$ cat src/rtl/mips_pkg.sv
// Shared definitions for the MIPS32 instruction-fetch slice.
//  MIPS_NOP      : value presented on the decode bus when nothing is queued
//  WORD_BYTES    : byte stride between consecutive instruction words
//  fetch_state_t : fetch sequencer states
//  ifq_entry_t   : one queued fetch, byte PC plus instruction word
package mips_pkg;

   localparam logic [31:0] MIPS_NOP   = 32'h0000_0000;
   localparam int unsigned WORD_BYTES = 4;

   typedef enum logic [1:0] {
      IDLE   = 2'd0,
      RUN    = 2'd1,
      HALTED = 2'd2,
      FAULT  = 2'd3
   } fetch_state_t;

   typedef struct packed {
      logic [31:0] pc;
      logic [31:0] instr;
   } ifq_entry_t;

endpackage

$ cat src/rtl/ifetch_ctrl_if.sv
// Fetch-to-decode handshake bundle.
//  if_valid : queue head is valid
//  if_instr : queue head instruction word
//  if_pc    : byte PC of the queue head
//  if_ready : decode takes the head when if_valid && if_ready
// master = fetch side (drives the head), slave = decode side (drives ready).
interface ifetch_ctrl_if;

   logic        if_valid;
   logic [31:0] if_instr;
   logic [31:0] if_pc;
   logic        if_ready;

   modport master (
      output if_valid,
      output if_instr,
      output if_pc,
      input  if_ready
   );

   modport slave (
      input  if_valid,
      input  if_instr,
      input  if_pc,
      output if_ready
   );

endinterface

$ cat src/rtl/ifetch_ctrl_ifq_fifo.sv
// Synchronous instruction queue between fetch and decode.
//  clk, rst  : clock, synchronous active-high reset (pointers/count only)
//  push      : enqueue push_data (accepted when not full, or full with a pop)
//  push_data : {pc, instr} entry
//  pop       : dequeue the head (ignored when empty)
//  flush     : discard every entry; overrides push/pop
//  head      : current head entry (contents meaningless while empty)
//  full      : count == DEPTH
//  empty     : count == 0
//  count     : number of queued entries
module ifq_fifo
   import mips_pkg::*;
#(
   parameter  int DEPTH = 2,
   localparam int PTR_W = $clog2(DEPTH),
   localparam int CNT_W = $clog2(DEPTH + 1)
) (
   input  logic             clk,
   input  logic             rst,
   input  logic             push,
   input  ifq_entry_t       push_data,
   input  logic             pop,
   input  logic             flush,
   output ifq_entry_t       head,
   output logic             full,
   output logic             empty,
   output logic [CNT_W-1:0] count
);

   ifq_entry_t       mem [DEPTH];
   logic [PTR_W-1:0] wr_ptr;
   logic [PTR_W-1:0] rd_ptr;
   logic             pop_eff;
   logic             push_eff;

   assign full  = (count == CNT_W'(DEPTH));
   assign empty = (count == '0);

   // A push into a full queue is legal only when the head leaves in the same cycle.
   assign pop_eff  = pop && !empty;
   assign push_eff = push && (!full || pop_eff);

   // Power-of-two depth lets the pointers wrap by plain overflow.
   always_ff @(posedge clk) begin
      if (rst || flush) begin
         wr_ptr <= '0;
         rd_ptr <= '0;
         count  <= '0;
      end else begin
         if (push_eff) wr_ptr <= wr_ptr + PTR_W'(1);
         if (pop_eff)  rd_ptr <= rd_ptr + PTR_W'(1);
         if (push_eff && !pop_eff)      count <= count + CNT_W'(1);
         else if (pop_eff && !push_eff) count <= count - CNT_W'(1);
      end
   end

   // Storage is data only; occupancy is tracked by the pointers and count.
   always_ff @(posedge clk) begin
      if (push_eff) mem[wr_ptr] <= push_data;
   end

   assign head = mem[rd_ptr];

endmodule

$ cat src/rtl/ifetch_ctrl.sv
// Instruction-fetch sequencer: owns the fetch PC, addresses the async-read imem and
// queues fetched words toward decode.
//  clk, rst        : clock, synchronous active-high reset
//  imem_addr       : byte address to imem, always equal to the fetch PC
//  imem_instr      : word returned combinationally by imem
//  redirect_valid  : execute requests a PC change (taken branch/jump)
//  redirect_pc     : redirect target, low two bits forced to zero
//  halt_req        : level, suspends new fetches while high
//  dec             : decode handshake (if_valid/if_instr/if_pc out, if_ready in)
//  fetch_fault     : high while the fetch PC has run past the imem
module ifetch_ctrl
   import mips_pkg::*;
#(
   parameter logic [31:0] RESET_PC  = 32'h0000_0000,
   parameter int          DEPTH     = 2,
   parameter logic [31:0] MEM_BYTES = 32'd4096
) (
   input  logic                 clk,
   input  logic                 rst,
   output logic [31:0]          imem_addr,
   input  logic [31:0]          imem_instr,
   input  logic                 redirect_valid,
   input  logic [31:0]          redirect_pc,
   input  logic                 halt_req,
   ifetch_ctrl_if.master        dec,
   output logic                 fetch_fault
);

   localparam int CNT_W = $clog2(DEPTH + 1);

   fetch_state_t     state;
   fetch_state_t     state_nxt;
   logic [31:0]      pc;
   logic [31:0]      pc_nxt;
   logic             push;
   logic             flush;
   logic             pop;
   logic             has_space;
   ifq_entry_t       head;
   ifq_entry_t       push_data;
   logic             q_full;
   logic             q_empty;
   logic [CNT_W-1:0] q_count;

   assign pop       = dec.if_valid && dec.if_ready;
   assign has_space = (q_count < CNT_W'(DEPTH)) || (q_full && pop);
   assign push_data = '{pc: pc, instr: imem_instr};

   // Redirect outranks halt, fault and fetch; IDLE ignores it so the first
   // post-reset cycle is always a clean bubble.
   always_comb begin
      state_nxt = state;
      pc_nxt    = pc;
      push      = 1'b0;
      flush     = 1'b0;
      if (state != IDLE && redirect_valid) begin
         flush     = 1'b1;
         pc_nxt    = {redirect_pc[31:2], 2'b00};
         state_nxt = halt_req ? HALTED : RUN;
      end else begin
         unique case (state)
            IDLE:   state_nxt = halt_req ? HALTED : RUN;
            RUN: begin
               if (halt_req) begin
                  state_nxt = HALTED;
               end else if (pc >= MEM_BYTES) begin
                  state_nxt = FAULT;
               end else if (has_space) begin
                  push   = 1'b1;
                  pc_nxt = pc + 32'(WORD_BYTES);
               end
            end
            HALTED: if (!halt_req) state_nxt = RUN;
            FAULT:  state_nxt = FAULT;
            default: state_nxt = IDLE;
         endcase
      end
   end

   always_ff @(posedge clk) begin
      if (rst) begin
         state <= IDLE;
         pc    <= RESET_PC;
      end else begin
         state <= state_nxt;
         pc    <= pc_nxt;
      end
   end

   ifq_fifo #(.DEPTH(DEPTH)) u_ifq (
      .clk       (clk),
      .rst       (rst),
      .push      (push),
      .push_data (push_data),
      .pop       (pop),
      .flush     (flush),
      .head      (head),
      .full      (q_full),
      .empty     (q_empty),
      .count     (q_count)
   );

   // Head fields read as zero while empty so stale storage never leaks to decode.
   assign dec.if_valid = !q_empty;
   assign dec.if_instr = q_empty ? MIPS_NOP : head.instr;
   assign dec.if_pc    = q_empty ? 32'h0 : head.pc;
   assign imem_addr    = pc;
   assign fetch_fault  = (state == FAULT);

endmodule
$ cat src/flat_wrapper.sv
// flat-port wrapper written by rule: the top's interface ports become plain ports
module ifetch_ctrl_flat import mips_pkg::*;
#(
   parameter logic [31:0] RESET_PC  = 32'h0000_0000,
   parameter int          DEPTH     = 2,
   parameter logic [31:0] MEM_BYTES = 32'd4096
)
  (clk, rst, imem_addr, imem_instr, redirect_valid, redirect_pc, halt_req, fetch_fault, dec_if_valid, dec_if_instr, dec_if_pc, dec_if_ready);
  ifetch_ctrl_if dec_i ();
  input  logic clk;
  input  logic rst;
  output logic [31:0] imem_addr;
  input  logic [31:0] imem_instr;
  input  logic redirect_valid;
  input  logic [31:0] redirect_pc;
  input  logic halt_req;
  output logic fetch_fault;
  output wire logic [$bits(dec_i.if_valid)-1:0] dec_if_valid;
  output wire logic [$bits(dec_i.if_instr)-1:0] dec_if_instr;
  output wire logic [$bits(dec_i.if_pc)-1:0] dec_if_pc;
  input wire logic [$bits(dec_i.if_ready)-1:0] dec_if_ready;
  assign dec_if_valid = dec_i.if_valid;
  assign dec_if_instr = dec_i.if_instr;
  assign dec_if_pc = dec_i.if_pc;
  assign dec_i.if_ready = dec_if_ready;
  ifetch_ctrl #(.RESET_PC(RESET_PC), .DEPTH(DEPTH), .MEM_BYTES(MEM_BYTES)) u_core (.clk(clk), .rst(rst), .imem_addr(imem_addr), .imem_instr(imem_instr), .redirect_valid(redirect_valid), .redirect_pc(redirect_pc), .halt_req(halt_req), .dec(dec_i), .fetch_fault(fetch_fault));
endmodule
$ cat config.mk
export PLATFORM = sky130hd
export DESIGN_NAME = ifetch_ctrl_flat
export DESIGN_NICKNAME = d
export VERILOG_FILES = /design/src/rtl/mips_pkg.sv /design/src/rtl/ifetch_ctrl_if.sv /design/src/rtl/ifetch_ctrl_ifq_fifo.sv /design/src/rtl/ifetch_ctrl.sv /design/src/flat_wrapper.sv
export SDC_FILE = /design/constraint.sdc
export NUM_CORES = 1
export LEC_CHECK = 0
export BUFFER_PORTS_ARGS = -buffer_cell sky130_fd_sc_hd__buf_4
export CORE_AREA = 2 2 123 125
export CTS_BUF_LIST = sky130_fd_sc_hd__clkbuf_4
export CTS_CLUSTER_SIZE = 20
export DETAILED_ROUTE_END_ITERATION = 10
export DIE_AREA = 0 0 125 127
export PLACE_DENSITY = 0.7
export SYNTH_ARGS = -nofsm -noshare
export SYNTH_HDL_FRONTEND = slang
export SYNTH_SLANG_ARGS = --single-unit
$ cat constraint.sdc
create_clock -name clk -period 7.5 [get_ports clk]
set_input_delay 0.375 -clock clk [delete_from_list [all_inputs] [get_ports clk]]
set_output_delay 0.375 -clock clk [all_outputs]
set_load 0.005 [all_outputs]
# ---- Yosys cells after proc, flatten, opt, wreduce, memory -nomap -nowiden
# Memory sizes are Yosys's and may differ from the RTL's. A register that Yosys moved wholly into a read port is not among the register bits.
# Index checks and enable logic that the tools add are counted.
dict set report totals {
  ff_bits 38
  ramBits 128
  inputBits 69
  wordCells 73
  memories 1
}
# name depth width rd rd_clocked_by_memory_dff write_ports line_no
set mem_list {}
lappend mem_list {u_core.u_ifq.mem 2 64 1 1 1 ifetch_ctrl_ifq_fifo.sv:30} ;# ifq_entry_t mem [DEPTH];
dict set report op_classes {
  add_sub_neg 5
  magnitude_cmp 2
  eq_ne 8
  mux 25
  bitwise_logic 2
  n_reduce_logical 24
}
# op n
set ops {}
lappend ops {{$mux 32} 7}
lappend ops {{$add 32x3->32 const B} 1}
lappend ops {{$ge 32x13->1 const B} 1}
lappend ops {{$mux 2} 7}
lappend ops {{$mux 1} 10}
lappend ops {{$pmux 2 s4} 1}
lappend ops {{$reduce_and 4->1} 2}
lappend ops {{$reduce_bool 2->1} 4}
lappend ops {{$logic_and 1x1->1} 7}
lappend ops {{$eq 2x2->1 const B} 3}
lappend ops {{$logic_not 1->1} 4}
lappend ops {{$logic_not 2->1} 2}
lappend ops {{$ne 2x1->1 const B} 2}
lappend ops {{$ne 4x2->1 const B} 1}
lappend ops {{$logic_or 1x1->1} 3}
lappend ops {{$ne 3x2->1 const B} 1}
lappend ops {{$add 1x1->1 const B} 2}
lappend ops {{$add 2x1->2 const B} 1}
lappend ops {{$eq 2x1->1 const B} 1}
lappend ops {{$lt 2x2->1 const B} 1}
lappend ops {{$not 1->1} 2}
lappend ops {{$reduce_and 2->1} 1}
lappend ops {{$reduce_or 2->1} 1}
lappend ops {{$sub 2x1->2 const B} 1}

# ---- Logic depth before layout (Yosys ltp)
# Gate-level depths: netlist of run 1.
dict set report logic_depth {
  ltp_word 15
  depth_mapped 7
  mapped_depth_nobuf 7
}

# ---- Modules after synthesis
# A second synthesis of run 1 with hierarchy kept.
dict set report unflattened {
  hier_cells 485
  area_unflattened_um2 6790.3
}
# module n_inst cells_each area_per_inst_um2
set by_module_without_submodules {}
lappend by_module_without_submodules {ifq_fifo 1 226 4853.4}
lappend by_module_without_submodules {ifetch_ctrl 1 259 1936.9}

# ---- Worst setup path before layout of run 1
# No wires, ideal clock.
dict set report synth_timing {
  kind {register to register}
  from {register u_core.pc[29] (netlist: u_core.imem_addr[29])}
  to {memory u_core.u_ifq.mem[0][0] in the netlist's numbering (enable)}
  setup_ps 490
  arrival_time_ps 4174
  setup_slack_ps 2837
  stages_incl_launch_ff 5
  cell_sequence {dfxtp_1 nor4_4 nand4_4 nor4_2 nor2b_1}
}
dict set report synth_via {
  elab_chain_cells 8
}
# item line_no
set synth_rtl {}
lappend synth_rtl {{from (decl)} ifetch_ctrl.sv:33} ;# logic [31:0] pc;
lappend synth_rtl {{from (signal assigned)} ifetch_ctrl.sv:86} ;# pc <= pc_nxt;
lappend synth_rtl {{$ge 32x13->1} ifetch_ctrl.sv:66} ;# end else if (pc >= MEM_BYTES) begin
lappend synth_rtl {{$mux 1} ifetch_ctrl.sv:66}
lappend synth_rtl {{$mux 1} ifetch_ctrl.sv:64} ;# if (halt_req) begin
lappend synth_rtl {{$mux 1} ifetch_ctrl.sv:61} ;# unique case (state)
lappend synth_rtl {{$mux 1} ifetch_ctrl.sv:56} ;# if (state != IDLE && redirect_valid) begin
lappend synth_rtl {{$logic_and 1x1->1} ifetch_ctrl_ifq_fifo.sv:41} ;# assign push_eff = push && (!full || pop_eff);
lappend synth_rtl {{$mux 1} ifetch_ctrl_ifq_fifo.sv:59} ;# if (push_eff) mem[wr_ptr] <= push_data;
lappend synth_rtl {{$mux 1 (not written as such)} ifetch_ctrl_ifq_fifo.sv:59}
lappend synth_rtl {{to (decl)} ifetch_ctrl_ifq_fifo.sv:30}
# Every way passes these cells.

# ---- Worst setup path after layout of run 1
dict set report layout_timing {
  from {register u_core.pc[18] (netlist: u_core.imem_addr[18])}
  to {memory u_core.u_ifq.mem[0][17] in the netlist's numbering (enable)}
}
# The elaborated chain is that of the path after synthesis.

==> out/results.md, run 1 <==
| Metric | This run | Unit |
|:---|:---|:---|
| Floorplan Core Area | 14,400 | um^2 |
| H-tree depth | 4 | - |
| Placer's final routability congestion estimate | 0.773 | - |
| Crit path max fanout | 43 | - |
| Placement-stage cell area | 7800 | um^2 |
| Number of optimization iterations in the first detailed-route pass | 4 | - |
| Layout cell share with drive strength beyond 1 | 31.1 | % |
| Inst Count DP | 794 | - |
| Dominant delay contributor by cell family on the critical path | simple AND/OR/NAND/NOR gates | - |
| Die Span Y | 127 | um |
| Area of the multi-input gates | 1850 | um^2 |
| Die area | 15,900 | um^2 |
| Initial antenna violation count | 1 | - |
| Worst path max stage delay | 640 | ps |
| Reported leakage power | 3.11 | nW |
| Share of flip-flops with an asynchronous set or reset after synthesis | 0 | % |
| Distinct cell type count of the synthesized netlist | 43 | - |
| Cell Count, Final, Fillers Out | 860 | - |
| Mapped Cells | 469 | - |
| Worst setup slack after placement | 4130 | ps |
| Power density over the cells | 203 | nW/um^2 |
| Detailed-route wire length | 14.5 | mm |
| TritonCTS Sinks | 161 | - |
| Number of global-route vias before repair | 4,381 | - |
| Library cell used as clock root buffer | sky130_fd_sc_hd__clkbuf_4 | - |
| Placement Rows | 44 | - |
| Final slew viol count | 0 | - |
| Clock tree from TritonCTS | built | - |
| I/O Pins | 167 | - |
| Hpwl dp | 9.25 | mm |
| Sort of element at the start of the critical path | register | - |
| Port bufs | 160 | - |
| Vias | 4,366 | - |
| Worst path bufs/invs | 1 | - |
| Clk Latency, worst-skew pair | 550 | ps |
| Post-CTS setup buffer count | 0 | - |
| Peak supply drop | 0.131 | mV |
| Final cycle utilization of the critical path | 45.2 | % |
| Via density per instance | 5.08 | - |
| Setup slack of the critical path after layout | 4110 | ps |
| Average wire length per cell after detail routing | 16.8 | um |
| Number of max-capacitance violations reported | 0 | - |
| Cells traversed along the worst timing path | nor4_1 -> nand2_2 -> nor4_2 -> nor2b_4 -> buf_4 | - |
| Classification of the worst-slack hold path | in2reg | - |
| Buffer depth of the longest clock path | 2 | - |
| Final Hold Fails | 0 | - |
| Filler cells | 1,208 | - |
| Number of synthesis warnings | 0 | - |
| Critical path type | reg2reg | - |
| Predominant post-synthesis flop cell | sky130_fd_sc_hd__edfxtp_1 | - |
| Time the final worst path needs with I/O delays and setup | 3390 | ps |
| Global-route usage over all layers | 18.4 | % |
| Post-detailed-route DRC marker count | 0 | - |
| Gr ovfl total | 0 | - |
| Cell at the slowest stage of the critical path | sky130_fd_sc_hd__nor2b_4 | - |
| Effective utilization at floorplan | 44.5 | % |
| Top achievable clock speed | 295 | MHz |
| CP Data Required Time | 7690 | ps |
| Result of the run | completed | - |
| #FFs+latches synth | 161 | - |
| Maximum number of pins on one net before global-route repair | 63 | - |
| Final setup violation count | 0 | - |
| Clock Skew | 14.3 | ps |
| Setup TNS | 0 | ps |
| Mapped cell area | 6420 | um^2 |
| Num CTS Buffers | 17 | - |
| Clock-pin transition on the worst setup and hold timing paths | 120 | ps |
| Number of synthesized flops with an enable pin | 124 | - |
| Area growth from synthesis to layout | 32.0 | % |
| Post-route antenna net violation count | 0 | - |
| Setup repair after global routing missed its margin | false | - |
| Storage element area | 4470 | um^2 |
| Syn Area/Cell | 13.7 | um^2 |
| Final layout net count | 734 | - |
| Critical Path Sink Type | register | - |
| Sequential fraction of the synthesis area | 69.5 | % |
| Global-route wire length before repair | 22.6 | mm |
| Slew at the pin with the worst max-slew slack | 1110 | ps |
| Die extent in x | 125 | um |
| Worst EP arrival | 3580 | ps |
| Final Instance Area | 8470 | um^2 |
| Iteration-0 DRC count of the detailed router | 224 | - |
| Max-Slew Margin vs Limit | 26.3 | % |
## worst register-to-register path, cell delays in order, from the launching register on
cell and delay, ps:
sky130_fd_sc_hd__dfxtp_1 370, sky130_fd_sc_hd__nor4_1 480, sky130_fd_sc_hd__nand2_2 280, sky130_fd_sc_hd__nor4_2 600
sky130_fd_sc_hd__nor2b_4 640, sky130_fd_sc_hd__buf_4 640
## cell type report
type | instances | share of cell area, %
well taps | 184 | 2.72
flip-flops and latches | 161 | 52.7
inverters | 6 | 0.266
clock buffers | 19 | 1.68
multi-input cells | 279 | 21.9
diodes | 1 | 0.0295
repair buffers | 197 | 18.4
clock inverters | 13 | 2.26
## registers in the layout, summed over array words and instances, names as in the netlist, named ones only
register             cells
u_core.u_ifq.count       2
u_core.imem_addr        30
u_core.u_ifq.rd_ptr      1
u_core.u_ifq.wr_ptr      1
u_core.state             2
u_core.u_ifq.mem       124
## kinds of logic after synthesis
family,synth area share [%]
AO/OA/AOI/OAI,4.58
XOR/XNOR,1.09
adder cells (fa/ha/maj),0.585
buffers and inverters,2.10
flip-flops,69.5
multiplexers,9.98
other,0.0584
AND/OR/NAND/NOR,12.1
## cell usage after synthesis, types with 5 or more instances
| cell | count | area, um^2 |
|---|---|---|
| sky130_fd_sc_hd__mux2i_1 | 64 | 641 |
| sky130_fd_sc_hd__clkbuf_1 | 17 | 63.8 |
| sky130_fd_sc_hd__edfxtp_1 | 124 | 3720 |
| sky130_fd_sc_hd__inv_1 | 6 | 22.5 |
| sky130_fd_sc_hd__nor2_1 | 78 | 293 |
| sky130_fd_sc_hd__nor4_1 | 5 | 31.3 |
| sky130_fd_sc_hd__o22ai_1 | 6 | 37.5 |
| sky130_fd_sc_hd__buf_1 | 5 | 18.8 |
| sky130_fd_sc_hd__dfxtp_1 | 37 | 741 |
| sky130_fd_sc_hd__a21oi_1 | 19 | 95.1 |
| sky130_fd_sc_hd__a211oi_1 | 9 | 67.6 |
| sky130_fd_sc_hd__nand2_1 | 35 | 131 |
| sky130_fd_sc_hd__nor3_1 | 7 | 35.0 |
## power by group
part | switching [mW] | internal (mW)
registers | 0.0237 | 0.973
clock network | 0.283 | 0.300
logic | 0.0639 | 0.0789
## stage by stage
step	utilization (%)	hold slack, ps	total power, mW
2_1_floorplan	-	467	1.07
3_3_place_gp	54.1	483	1.14
3_5_place_dp	54.1	496	1.15
4_1_cts	58.7	14.2	1.74
5_1_grt	58.7	10.4	1.79
6_report	58.7	55.8	1.72
## worst paths after layout
| path | startpoint | to | slack, ps | depth (start not counted) |
|---|---|---|---|---|
| hold / removal | redirect_pc[28] | u_core.imem_addr[28]$_SDFFE_PP0P_ | 60 | 3 |
| hold reg to reg | u_core.imem_addr[16]$_SDFFE_PP0P_ | u_core.imem_addr[16]$_SDFFE_PP0P_ | 510 | 2 |
| setup / recovery | u_core.imem_addr[18]$_SDFFE_PP0P_ | u_core.u_ifq.mem[0][17]$_DFFE_PP_ | 4110 | 5 |
| setup reg to reg | u_core.imem_addr[18]$_SDFFE_PP0P_ | u_core.u_ifq.mem[0][17]$_DFFE_PP_ | 4110 | 5 |
## routing by layer
metal / routed length (um) / part of all wire, % / up-vias / GRT usage (%)
met3: 842 / 5.8 / 18 / 4.44
met2: 7160 / 49 / 146 / 30.4
met4: 307 / 2.1 / 0 / 7.71
li1: - / - / 2087 / -
met1: 6160 / 43 / 2115 / 23.5
met5: 0 / 0 / - / 0
## cell usage in the layout (no fill, tap or decap), types with 2 or more instances in the layout
master and count:
sky130_fd_sc_hd__a211oi_1 9, sky130_fd_sc_hd__a21boi_1 2, sky130_fd_sc_hd__a21oi_1 19, sky130_fd_sc_hd__and2_1 3
sky130_fd_sc_hd__and3_1 4, sky130_fd_sc_hd__buf_4 164, sky130_fd_sc_hd__bufinv_16 5, sky130_fd_sc_hd__clkbuf_4 19
sky130_fd_sc_hd__clkinv_1 3, sky130_fd_sc_hd__clkinv_2 3, sky130_fd_sc_hd__clkinvlp_4 2, sky130_fd_sc_hd__conb_1 4
sky130_fd_sc_hd__dfxtp_1 36, sky130_fd_sc_hd__dlygate4sd3_1 33, sky130_fd_sc_hd__edfxtp_1 124, sky130_fd_sc_hd__ha_1 3
sky130_fd_sc_hd__inv_1 6, sky130_fd_sc_hd__mux2i_1 64, sky130_fd_sc_hd__nand2_1 35, sky130_fd_sc_hd__nand2b_1 2
sky130_fd_sc_hd__nand4_1 3, sky130_fd_sc_hd__nor2_1 77, sky130_fd_sc_hd__nor3_1 7, sky130_fd_sc_hd__nor4_1 5
sky130_fd_sc_hd__nor4_4 4, sky130_fd_sc_hd__o21a_1 2, sky130_fd_sc_hd__o22ai_1 6, sky130_fd_sc_hd__xnor2_1 4
sky130_fd_sc_hd__xor2_1 4
## timing repair
action | in CTS | in global routing
gates resized for setup | 0 | 0
hold endpoints to repair | 65 | 0
hold buffers | 33 | 0
Note: power is estimated with default switching activity, not from simulation.
==> inputs of run 2 (changes only) <==
ABC_AREA = 1   (was default)
CORE_AREA = 2 2 124 126   (was 2 2 123 125)
DIE_AREA = 0 0 126 128   (was 0 0 125 127)
clock period = 3.25 ns   (was 7.5 ns; I/O delays follow)
==> run 2 against run 1 <==
  * Critical path depth shrank 1
  * Highest routed layer unchanged
  * Largest power group unchanged
  * Combinational power grew to 3.0 times the previous value
  * Die area grew 1.6%
  * Total power grew 140%
  * Sequential cell count is the same
  * Clock skew grew 0.92 ps
==> out/results.md, run 2 <==
| Metric | This run | Unit | Change |
|:---|:---|:---|:---|
| Maximum number of pins on one net before global-route repair | 63 | - | unchanged |
| Reported leakage power | 3.77 | nW | +21% |
| Final cycle utilization of the critical path | 74.1 | % |  |
| Area growth from synthesis to layout | 37.6 | % |  |
| Worst EP arrival | 2250 | ps | -1330 ps |
| Number of synthesis warnings | 0 | - | unchanged |
| Placer's final routability congestion estimate | 0.782 | - | +1.3% |
| Number of synthesized flops with an enable pin | 124 | - | unchanged |
| Worst setup slack after placement | 1180 | ps | -2950 ps |
| Number of max-capacitance violations reported | 0 | - | unchanged |
| Leading cell types by count after synthesis | sky130_fd_sc_hd__nand2_1, sky130_fd_sc_hd__edfxtp_1, sky130_fd_sc_hd__a21oi_1 | - |  |
| Effective utilization at floorplan | 44.1 | % | -0.37 points |
| Number of global-route vias before repair | 5,134 | - | +17% |
| Utilization of the core after routing | 60.7 | % | +2.0 points |
| Die extent in x | 126 | um | +0.80% |
| Mapped Cells | 636 | - | +36% |
| Number of buffers inserted for hold repair after clock tree synthesis | 72 | - | +120% |
| Synth area leader | sky130_fd_sc_hd__edfxtp_1 | - |  |
| Power density over the cells | 461 | nW/um^2 | +130% |
| Clock tree from TritonCTS | built | - |  |
| Post-detailed-route DRC marker count | 0 | - | unchanged |
| Cell Count, Final, Fillers Out | 1,066 | - | +24% |
| Post-CTS Resized | 0 | - | unchanged |
| Iteration-0 DRC count of the detailed router | 408 | - | +82% |
| Global-route usage over all layers | 20.3 | % | +1.8 points |
| Critical Path Sink Type | primary output | - |  |
| Distinct cell type count of the synthesized netlist | 28 | - | -35% |
| Final slew viol count | 0 | - | unchanged |
| Final Hold Fails | 0 | - | unchanged |
| Detailed-route wire length | 16.3 | mm | +13% |
| #FFs+latches synth | 161 | - | unchanged |
| Clock-pin transition on the worst setup and hold timing paths | 120 | ps | about the same |
| Layout cell share with drive strength beyond 1 | 23.9 | % | -7.2 points |
| Peak supply drop | 0.192 | mV | +47% |
| Clock Skew | 15.2 | ps | +0.920 ps |
| Setup repair after global routing missed its margin | false | - |  |
| Most common cell after layout, fill and taps aside | sky130_fd_sc_hd__nand2_1 | - |  |
| Top register by number of flip-flops | u_core.u_ifq.mem | - |  |
| H-tree depth | 4 | - | unchanged |
| Die area | 16,100 | um^2 | +1.6% |
| Most used cells in the layout excluding fill and tap cells | sky130_fd_sc_hd__nand2_1, sky130_fd_sc_hd__buf_4, sky130_fd_sc_hd__edfxtp_1 | - |  |
| Inst Count DP | 960 | - | +21% |
| Buffer depth of the longest clock path | 2 | - | unchanged |
| Predominant post-synthesis flop cell | sky130_fd_sc_hd__edfxtp_1 | - |  |
| Port bufs | 160 | - | unchanged |
| Number of optimization iterations in the first detailed-route pass | 5 | - | +1 |
| Crit path max fanout | 62 | - | +44% |
| Average wire length per cell after detail routing | 15.3 | um | -8.9% |
| Classification of the worst-slack hold path | in2reg | - |  |
| Post-route worst hold slack | 68.7 | ps | +12.9 ps |
| Syn Area/Cell | 10.3 | um^2 | -25% |
| Post-route antenna net violation count | 0 | - | unchanged |
| Floorplan Core Area | 14,900 | um^2 | +3.1% |
| Mapped cell area | 6560 | um^2 | +2.2% |
| Initial antenna violation count | 1 | - | unchanged |
| Pwr Total | 4.16 | mW | +140% |
| Area share of the largest cell type after synthesis | 56.8 | % | -1.2 points |
| Placement-stage cell area | 7940 | um^2 | +1.7% |
| Max-Slew Margin vs Limit | 24.1 | % | -2.2 points |
| CP Data Required Time | 3090 | ps | -4600 ps |
| Critical path type | reg2out | - |  |
| I/O Pins | 167 | - | unchanged |
| TritonCTS Sinks | 161 | - | unchanged |
| Die Span Y | 128 | um | +0.79% |
| Area contributors post-synth | sky130_fd_sc_hd__edfxtp_1, sky130_fd_sc_hd__dfxtp_1, sky130_fd_sc_hd__nand2_1 | - |  |
| Post-CTS setup buffer count | 0 | - | unchanged |
| Share of flip-flops with an asynchronous set or reset after synthesis | 0 | % | unchanged |
| Setup TNS | 0 | ps | unchanged |
| Sequential fraction of the synthesis area | 68.0 | % | -1.5 points |
| Gr ovfl total | 0 | - | unchanged |
| Setup slack of the critical path after layout | 841 | ps | -3270 ps |
| Sort of element at the start of the critical path | register | - |  |
| Clk Latency, worst-skew pair | 560 | ps | about the same |
| Hpwl dp | 9.97 | mm | +7.7% |
| Vias | 5,355 | - | +23% |
| Placement Rows | 45 | - | +2.3% |
| Time the final worst path needs with I/O delays and setup | 2410 | ps |  |
| Top achievable clock speed | 415 | MHz |  |
| Flip-flop count of the largest register after layout | 124 | - | unchanged |
| Final Instance Area | 9030 | um^2 | +6.6% |
| Via density per instance | 5.02 | - | -1.0% |
| Slew at the pin with the worst max-slew slack | 1140 | ps | +32.8 ps |
| Result of the run | completed | - |  |
| Num CTS Buffers | 17 | - | unchanged |
| Most repeated cell in the gate-level netlist after synthesis | sky130_fd_sc_hd__nand2_1 | - |  |
| Global-route wire length before repair | 25.6 | mm | +14% |
| Final setup violation count | 0 | - | unchanged |
| Final layout net count | 936 | - | +28% |
| Library cell used as clock root buffer | sky130_fd_sc_hd__clkbuf_4 | - |  |
run 2: cell count changes in the layout (fill, tap and decap cells not counted), moves of 22 or more:
cell / before / now
sky130_fd_sc_hd__nand2_1: 35 / 188
sky130_fd_sc_hd__mux2i_1: 64 / 0
sky130_fd_sc_hd__a21oi_1: 19 / 78
sky130_fd_sc_hd__dlygate4sd3_1: 33 / 73
sky130_fd_sc_hd__nand3_1: 1 / 33
sky130_fd_sc_hd__inv_1: 6 / 28
run 2: logic make-up after synthesis:
logic type	after synthesis	synth area share, %
XOR/XNOR	3	0.401
other	1	0.0572
AND/OR/NAND/NOR	298	18.6
buffers and inverters	67	4.20
flip-flops	161	68.0
AO/OA/AOI/OAI	103	8.12
adder cells (fa/ha/maj)	3	0.572
run 2: final timing paths:
kind	from	to	slack, ps	depth (start not counted)
hold / removal	halt_req	u_core.state[1]$_SDFFE_PP0P_	70	4
setup reg to reg	u_core.state[0]$_SDFFE_PP0P_	u_core.imem_addr[2]$_SDFFE_PP0P_	960	6
hold reg to reg	u_core.u_ifq.rd_ptr$_SDFFE_PP0P_	register	490	2
setup / recovery	register	dec_if_instr[16]	840	4
run 2: final cells by class:
cell class	instances	area, um^2
Antenna cell	1	2.50
Clock buffer	18	135
Clock inverter	14	218
Fill cell	1224	5840
Inverter	32	120
Multi-Input combinational cell	411	1860
Sequential cell	161	4470
Tap cell	188	235
Timing Repair Buffer	241	1990
run 2: power by group:
group / leakage [nW] / switching, mW / total (mW) / internal, mW
Sequential: 1.41 / 0.0558 / 2.31 / 2.25
Clock: 0.186 / 0.655 / 1.41 / 0.759
Combinational: 2.17 / 0.203 / 0.434 / 0.231
run 2: layer usage:
layer	vias to the layer above	share of wire [%]	GRT usage (%)
li1	2603	-	-
met1	2508	42	25.8
met2	208	50	34.4
met3	36	5.8	4.84
met4	0	2.2	6.72
met5	-	0	0
run 2: worst max-delay path, cell delays in order, from the launching register on:
cell,delay [ps]
sky130_fd_sc_hd__dfxtp_2,340
sky130_fd_sc_hd__inv_2,800
sky130_fd_sc_hd__nand2_1,100
sky130_fd_sc_hd__a21oi_1,240
sky130_fd_sc_hd__buf_4,160
